<file path="src/rtl/add_acc_n.sv">
// rtl/add_acc_n.sv - synchronised add/sub/step-accumulate datapath with key debounce, LED mirror and hex display
`timescale 1ns/1ps

module add_acc_n #(
    parameter int WIDTH       = 4,
    parameter int SYNC_STAGES = 2,
    parameter int DEB_CYCLES  = 16,
    localparam int NDIG       = (WIDTH + 4) / 4
) (
    input  logic                 clk,
    input  logic                 rst,
    input  logic [WIDTH-1:0]     sw_a,
    input  logic [WIDTH-1:0]     sw_b,
    input  logic                 sw_cin,
    input  logic [1:0]           mode,
    input  logic                 key_n,
    output logic [WIDTH-1:0]     sum,
    output logic                 cout,
    output logic                 ovf,
    output logic                 press,
    output logic [2*WIDTH:0]     led,
    output logic [7*NDIG-1:0]    hex
);

    typedef enum logic [1:0] {
        M_ADD  = 2'b00,
        M_ACC  = 2'b01,
        M_SUB  = 2'b10,
        M_HOLD = 2'b11
    } mode_t;

    localparam int CW = $clog2(DEB_CYCLES);

    logic [SYNC_STAGES-1:0][WIDTH-1:0] a_sr, b_sr;
    logic [SYNC_STAGES-1:0][1:0]       mode_sr;
    logic [SYNC_STAGES-1:0]            cin_sr, key_sr;

    logic [WIDTH-1:0] a_s, b_s;
    logic             cin_s, key_s;
    mode_t            mode_s;

    // Every raw board input is asynchronous; all chains share one depth so
    // operands and mode arrive at the datapath on the same edge.
    always_ff @(posedge clk) begin
        if (rst) begin
            a_sr    <= '0;
            b_sr    <= '0;
            mode_sr <= '0;
            cin_sr  <= '0;
            key_sr  <= '1;
        end else begin
            a_sr    <= {a_sr[SYNC_STAGES-2:0], sw_a};
            b_sr    <= {b_sr[SYNC_STAGES-2:0], sw_b};
            mode_sr <= {mode_sr[SYNC_STAGES-2:0], mode};
            cin_sr  <= {cin_sr[SYNC_STAGES-2:0], sw_cin};
            key_sr  <= {key_sr[SYNC_STAGES-2:0], key_n};
        end
    end

    assign a_s    = a_sr[SYNC_STAGES-1];
    assign b_s    = b_sr[SYNC_STAGES-1];
    assign cin_s  = cin_sr[SYNC_STAGES-1];
    assign key_s  = key_sr[SYNC_STAGES-1];
    assign mode_s = mode_t'(mode_sr[SYNC_STAGES-1]);
    assign led    = {cin_s, b_s, a_s};

    logic          deb_level;
    logic [CW-1:0] deb_cnt;

    always_ff @(posedge clk) begin
        if (rst) begin
            deb_level <= 1'b1;
            deb_cnt   <= '0;
            press     <= 1'b0;
        end else begin
            press <= 1'b0;
            if (key_s == deb_level) begin
                deb_cnt <= '0;
            end else if (deb_cnt == CW'(DEB_CYCLES - 1)) begin
                deb_level <= key_s;
                deb_cnt   <= '0;
                press     <= deb_level;
            end else begin
                deb_cnt <= deb_cnt + 1'b1;
            end
        end
    end

    logic [WIDTH:0] add_res, sub_res, acc_res;

    always_comb begin
        add_res = {1'b0, a_s} + {1'b0, b_s} + {{WIDTH{1'b0}}, cin_s};
        sub_res = {1'b0, a_s} + {1'b0, ~b_s} + (WIDTH+1)'(1);
        acc_res = {1'b0, sum} + {1'b0, a_s} + {{WIDTH{1'b0}}, cin_s};
    end

    function automatic logic ovf_of(input logic x_msb, input logic y_msb, input logic r_msb);
        return (x_msb == y_msb) && (r_msb != x_msb);
    endfunction

    always_ff @(posedge clk) begin
        if (rst) begin
            sum  <= '0;
            cout <= 1'b0;
            ovf  <= 1'b0;
        end else begin
            case (mode_s)
                M_ADD: begin
                    {cout, sum} <= add_res;
                    ovf <= ovf_of(a_s[WIDTH-1], b_s[WIDTH-1], add_res[WIDTH-1]);
                end
                M_SUB: begin
                    {cout, sum} <= sub_res;
                    ovf <= ovf_of(a_s[WIDTH-1], ~b_s[WIDTH-1], sub_res[WIDTH-1]);
                end
                M_ACC: begin
                    if (press) begin
                        {cout, sum} <= acc_res;
                        ovf <= ovf_of(sum[WIDTH-1], a_s[WIDTH-1], acc_res[WIDTH-1]);
                    end
                end
                default: begin
                    if (press) begin
                        sum  <= '0;
                        cout <= 1'b0;
                        ovf  <= 1'b0;
                    end
                end
            endcase
        end
    end

    function automatic logic [6:0] seg7(input logic [3:0] n);
        case (n)
            4'h0: seg7 = 7'h40;
            4'h1: seg7 = 7'h79;
            4'h2: seg7 = 7'h24;
            4'h3: seg7 = 7'h30;
            4'h4: seg7 = 7'h19;
            4'h5: seg7 = 7'h12;
            4'h6: seg7 = 7'h02;
            4'h7: seg7 = 7'h78;
            4'h8: seg7 = 7'h00;
            4'h9: seg7 = 7'h10;
            4'hA: seg7 = 7'h08;
            4'hB: seg7 = 7'h03;
            4'hC: seg7 = 7'h46;
            4'hD: seg7 = 7'h21;
            4'hE: seg7 = 7'h06;
            default: seg7 = 7'h0E;
        endcase
    endfunction

    logic [4*NDIG-1:0] disp_val;

    always_comb begin
        disp_val = '0;
        disp_val[WIDTH:0] = {cout, sum};
    end

    for (genvar i = 0; i < NDIG; i++) begin : g_dig
        assign hex[7*i +: 7] = seg7(disp_val[4*i +: 4]);
    end

endmodule

</file>
<file path="config.mk">
export PLATFORM = sky130hd
export DESIGN_NAME = add_acc_n
export DESIGN_NICKNAME = d
export VERILOG_FILES = /design/src/rtl/add_acc_n.sv
export SDC_FILE = /design/constraint.sdc
export NUM_CORES = 1
export LEC_CHECK = 0
export ABC_AREA = 1
export BUFFER_PORTS_ARGS = -buffer_cell sky130_fd_sc_hd__buf_2
export CORE_AREA = 2 2 71 73
export DETAILED_ROUTE_END_ITERATION = 8
export DIE_AREA = 0 0 73 75
export MAX_ROUTING_LAYER = met4
export PLACE_DENSITY_LB_ADDON = 0.15
export SYNTH_ARGS = -nofsm -noshare
export SYNTH_HDL_FRONTEND = slang
export SYNTH_SLANG_ARGS = --single-unit
</file>
<file path="constraint.sdc">
create_clock -name clk -period 2.7 [get_ports clk]
set_input_delay 0.54 -clock clk [delete_from_list [all_inputs] [get_ports clk]]
set_output_delay 0.54 -clock clk [all_outputs]
set_load 0.1 [all_outputs]
</file>
Word-level counts from Yosys, hierarchy flattened
Memory sizes are Yosys's and may differ from the RTL's. A register that Yosys moved wholly into a read port is not among the register bits.
Index checks and enable logic that the tools add are counted.
{ "op_classes": {"add_sub_neg": 7, "multipliers": 0, "div": 0, "magnitude_cmp": 0, "n_eq_ne": 11, "shifts": 0, "muxes": 12, "bitwise_logic": 4, "n_reduce_logical": 9} }
{ "ops": {"columns": ["op", "n"], "rows": [
  ["$mux W4", 6],
  ["$add A4 B4 Y5", 3],
  ["$pmux W4 S3", 1],
  ["$add A5 B1 Y5", 2],
  ["$pmux W1 S3", 2],
  ["$reduce_or A3 Y1", 2],
  ["$add A5 B1 Y5 const B", 1],
  ["$add A4 B1 Y4 const B", 1],
  ["$eq A1 B1 Y1", 4],
  ["$eq A4 B4 Y1 const B", 1],
  ["$not A4 Y4", 1],
  ["$reduce_and A2 Y1", 2],
  ["$logic_and A1 B1 Y1", 3],
  ["$mux W1", 3],
  ["$ne A1 B1 Y1", 3],
  ["$not A1 Y1", 3],
  ["$reduce_bool A3 Y1", 1],
  ["$eq A2 B1 Y1 const B", 1],
  ["$eq A2 B2 Y1 const B", 1],
  ["$logic_not A2 Y1", 1],
  ["$ne A2 B2 Y1 const B", 1]
]} }
{ "word_totals": {"regBits": 36, "latch_bits": 0, "ramBits": 0, "rom_bits": 224, "input_bits": 14, "output_inout_bits": 30, "word_cells": 59, "mem_count": 2} }
{ "memory_table": {"columns": ["name", "words", "word_bits", "rd", "rd_ports_with_merged_regs", "write_ports", "line", "rtl"], "rows": [
  ["(name not given)", 16, 7, 1, 1, 0, "134", "case (n)"],
  ["(name not given)", 16, 7, 1, 1, 0, "134", null]
]} }

Logic depth before layout (Yosys ltp)
{ "depth": {"word_depth": 6, "depth_mapped": 14, "mapped_depth_nobuf": 14} }

Worst setup path before layout
OpenSTA, ideal clock, no wires.
{ "synth_timing": {"path_type": "register to register", "start": "register sum[0]", "end": "register hex[3] (netlist name)", "setup_time_ps": 112, "arrival_time_ps": 2567, "t_required_ps": 2588, "path_slack_ps": 21, "stages_incl_launch_ff": 12, "n_path_buf": 0, "period_less_slack_ps": 2679, "path_cell_list": "dfxtp_1 > fa_1 > fa_1 > nand2_1 > nand4_1 > nand3_2 > inv_1 > ha_1 > nand2_1 > nand2_1 > nand2_1 > nand2_1"} }
{ "synth_via": {"elab_chain_len": 6} }
{ "synth_lines": {"columns": ["element", "line", "rtl"], "rows": [
  ["start: declaration", "17", "output logic [WIDTH-1:0] sum,"],
  ["start signal: assignment", "109", "{cout, sum} <= add_res;"],
  ["start signal: assignment", "113", "{cout, sum} <= sub_res;"],
  ["start signal: assignment", "118", "{cout, sum} <= acc_res;"],
  ["$add A4 B4 Y5", "94", "acc_res = {1'b0, sum} + {1'b0, a_s} + {{WIDTH{1'b0}}, cin_s};"],
  ["$add A5 B1 Y5", "94", null],
  ["$mux W4", "117", "if (press) begin"],
  ["$pmux W4 S3", "107", "case (mode_s)"],
  ["$mux W4 (no source line) (*) (2 in a row)", null, null]
]} }
Mark *: on every way between the ends. The rest lies on a longest branch, timed or not. The select of a mux whose other input is x is not followed.
A chain may end at the register's enable or synchronous reset.

Final worst setup path
{ "layout_timing": {"start": "register a_sr, in the netlist a_s[0]", "end": "register hex[3] (netlist name)"} }
{ "layout_via": {"elab_chain_len": 6, "word_cells_on_any_way": 10, "classes_between": "add/sub: 6; mux: 4"} }
{ "layout_lines": {"columns": ["element", "line", "rtl"], "rows": [
  ["start: declaration", "34", "logic [SYNC_STAGES-1:0][WIDTH-1:0] a_sr, b_sr;"],
  ["start signal: assignment", "52", "a_sr <= {a_sr[SYNC_STAGES-2:0], sw_a};"],
  ["$add A4 B4 Y5", "94", null],
  ["$add A5 B1 Y5", "94", null],
  ["$mux W4", "117", null],
  ["$pmux W4 S3 (*)", "107", null],
  ["$mux W4 (no source line) (*) (2 in a row)", null, null]
]} }
Marked as above.

==> metrics.md <==
| Metric | Value |
|---|---|
| Filler cells | `482` |
| Post-Layout Inst Area | `2590 sq um` |
| Worst EP required | `~2900 ps` |
| Final Core Density | `55.5%` |
| Place WS | `approximately 270 ps` |
| Sequential share of the synthesized area | `between 30% and 40%` |
| Antenna violations before repair | `0` |
| Initial Util | `50.3%` |
| GRT Total Usage | `17.6%` |
| Clock skew | `5.36 ps` |
| Row Count | `25` |
| Post-CTS resize count | `0` |
| Die Height | `75 um` |
| Max cap viols | `0` |
| Wire per inst | `approximately 11 um` |
| Combinational Power Share | `between 20% and 30%` |
| Register area | `881 sq um` |
| First-pass GRT wire length | `just over 7000 um` |
| Tcrit/Tclk final | `around nine tenths` |
| Die X | `73 um` |
| Multi-input logic area | `~1100 sq um` |
| Cts bufs inserted | `5` |
| Distinct cell type count after synthesis | `32` |
| Peak supply drop | `~0.00032 V` |
| TritonCTS clock tree | `built` |
| Worst hold slack | `slightly above 400 ps` |
| Vias/cell | `4.67` |
| Leakage | `1.45 nW` |
| Crit. End Element | `flip-flop` |
| Yosys warning total | `0` |
| Setup crit start kind | `flip-flop` |
| CTS sink count | `44` |
| WL final | `4200 um` |
| Sw power | `0.590 mW` |
| Port Buffers | `40` |
| Post-DP HPWL | `around 3300 um` |
| Fmax | `411 MHz` |
| Placement Cell Area | `~2500 sq um` |
| Outcome | `completed` |
| Fraction of layout cells with a size suffix above 1 | `20.5%` |
| Mapped Cells | `310` |
| Clk_lat worst skew | `between 200 and 300 ps` |
| RSZ-0062 raised after global routing | `false` |
| CTS Hold Bufs | `0` |
| Final setup violation count | `0` |
| Min Tclk post-route | `2430 ps` |
| Synthesized cell area | `roughly 2300 sq um` |
| 1st-pass router iterations | `4` |
| Pin count of the biggest net entering global routing | `29` |
| Clock power share | `26.5%` |
| Htree depth | `2` |
| Core area | `4660 sq um` |
| Post-route ant nets | `0` |
| Post-CTS Setup Bufs | `0` |
| DR iter-0 viols | `between 100 and 150` |
| Grt total ovfl | `0` |
| Final hold vios | `0` |
| CTS max path bufs | `2` |
| Root buffer cell | `clkbuf_8` |
| Area growth syn-to-layout | `10.4%` |
| Number of remaining DRC errors | `0` |
| Mean Syn Cell Area | `approximately 7.6 sq um` |
| Min setup slack post-route | `269 ps` |
| Sequential cell fraction of total power | `45.2%` |
| Power Internal | `0.982 mW` |
| Setup Crit Path Kind | `flip-flop to flip-flop` |
| Ports | `44` |
| Most common cell after layout, fill and taps aside | `nand2_1` |
| PwrDens | `roughly 610 nW/um^2` |
| Routability cong. | `0.831` |
| Full die area | `about 5500 sq um` |
| Setup Total Neg Slack | `0 ps` |
| Crit path max fanout | `7` |
| Vias in the first global route | `1,594` |
| Reg clk slew, reported paths | `80 ps` |
| N_diodes | `0` |
| Hold Crit Class | `flip-flop to flip-flop` |
| Flops & latches, synth | `44` |
| Slew Limit Fails | `0` |
| Final nets | `376` |
| Vias | `1,848` |
| CP arrival | `2670 ps` |
| Commonest non-fill, non-tap cells in the layout | `nand2_1 (68), inv_1 (50), dfxtp_1 (44), buf_2 (40)` |
| Switching Share | `37.5%` |
-- metrics by stage --
step	power [mW]	instances
after global placement	1.17	388
after CTS	1.59	396
after global routing	1.66	396
after floorplan	1.11	311
after detailed placement	1.17	388
final	1.57	396
-- cells by family (layout without fill, tap and decap cells) --
family          Yosys count  after routing  synth area share, %
other cells               2              3                0.320
simple gates            151            151                 29.9
xor+xnor                  3              3                 1.12
compound gates           15             15                 3.47
fa+ha+maj                21             21                 12.8
buf+inv                  74            105                 14.8
flops                    44             44                 37.6
-- critical path: stages (launching register included) --
cell	delay, ps
dfxtp_1	360
fa_1	490
fa_1	510
nand2_1	50
nand4_1	120
nand3_2	140
inv_1	160
ha_1	180
nand3_1	130
nand2_1	100
nand3_1	80
nand2_1	70
-- layer usage --
layer	wire length, um	GRT usage [%]	vias to the layer above	share of wire (%)
li1	-	-	989	-
met1	2130	23.8	809	51
met2	1780	26.0	45	42
met3	244	4.82	5	5.8
met4	44	4.94	0	1.0
met5	0	-	-	0
-- area by class of cell --
class | instances | area share [%]
multi-input cells | 193 | 43.3
flip-flops and latches | 44 | 34.0
repair buffers | 42 | 8.32
inverters | 55 | 8.17
clock buffers | 6 | 3.19
well taps | 54 | 2.61
clock inverters | 2 | 0.387
-- sequential cells by signal (all words and copies together) (netlist names) --
name,count
hex,8
a_s,4
a_sr,4
b_s,4
b_sr,4
deb_cnt,4
sum,4
cin_sr,2
key_sr,2
mode_s,2
mode_sr,2
cout,1
deb_level,1
ovf,1
press,1
-- cell usage after synthesis, drive strengths merged --
| cell type | n | area, sq um |
|---|---|---|
| o21ai | 5 | 25.0 |
| xor2 | 1 | 8.76 |
| nor3 | 1 | 5.00 |
| or2 | 4 | 27.5 |
| nand2 | 72 | 295 |
| nand4 | 4 | 31.3 |
| inv | 55 | 211 |
| clkbuf | 3 | 11.3 |
| nor2 | 35 | 144 |
| conb | 2 | 7.51 |
| xnor2 | 2 | 17.5 |
| buf | 16 | 124 |
| o211ai | 1 | 7.51 |
| a21oi | 9 | 48.8 |
| nand3 | 35 | 198 |
| ha | 16 | 200 |
| fa | 5 | 100 |
| dfxtp | 44 | 881 |
-- power groups by stage --
stage,logic (mW),clock network (mW),registers (mW)
4_1_cts,0.447,0.431,0.711
3_5_place_dp,0.447,0,0.727
3_3_place_gp,0.442,0,0.726
6_report,0.445,0.417,0.710
5_1_grt,0.480,0.460,0.716
2_1_floorplan,0.232,0,0.880
-- path summary, 6_finish.rpt --
kind,startpoint,to,slack (ps),depth (start not counted)
max,a_s[0],hex[3],270,11
min,a_sr[3],a_s[3],400,2
max reg2reg,a_s[0],hex[3],270,11
min reg2reg,a_sr[3],a_s[3],400,2
No activity file was read; power rests on OpenSTA's default activity.
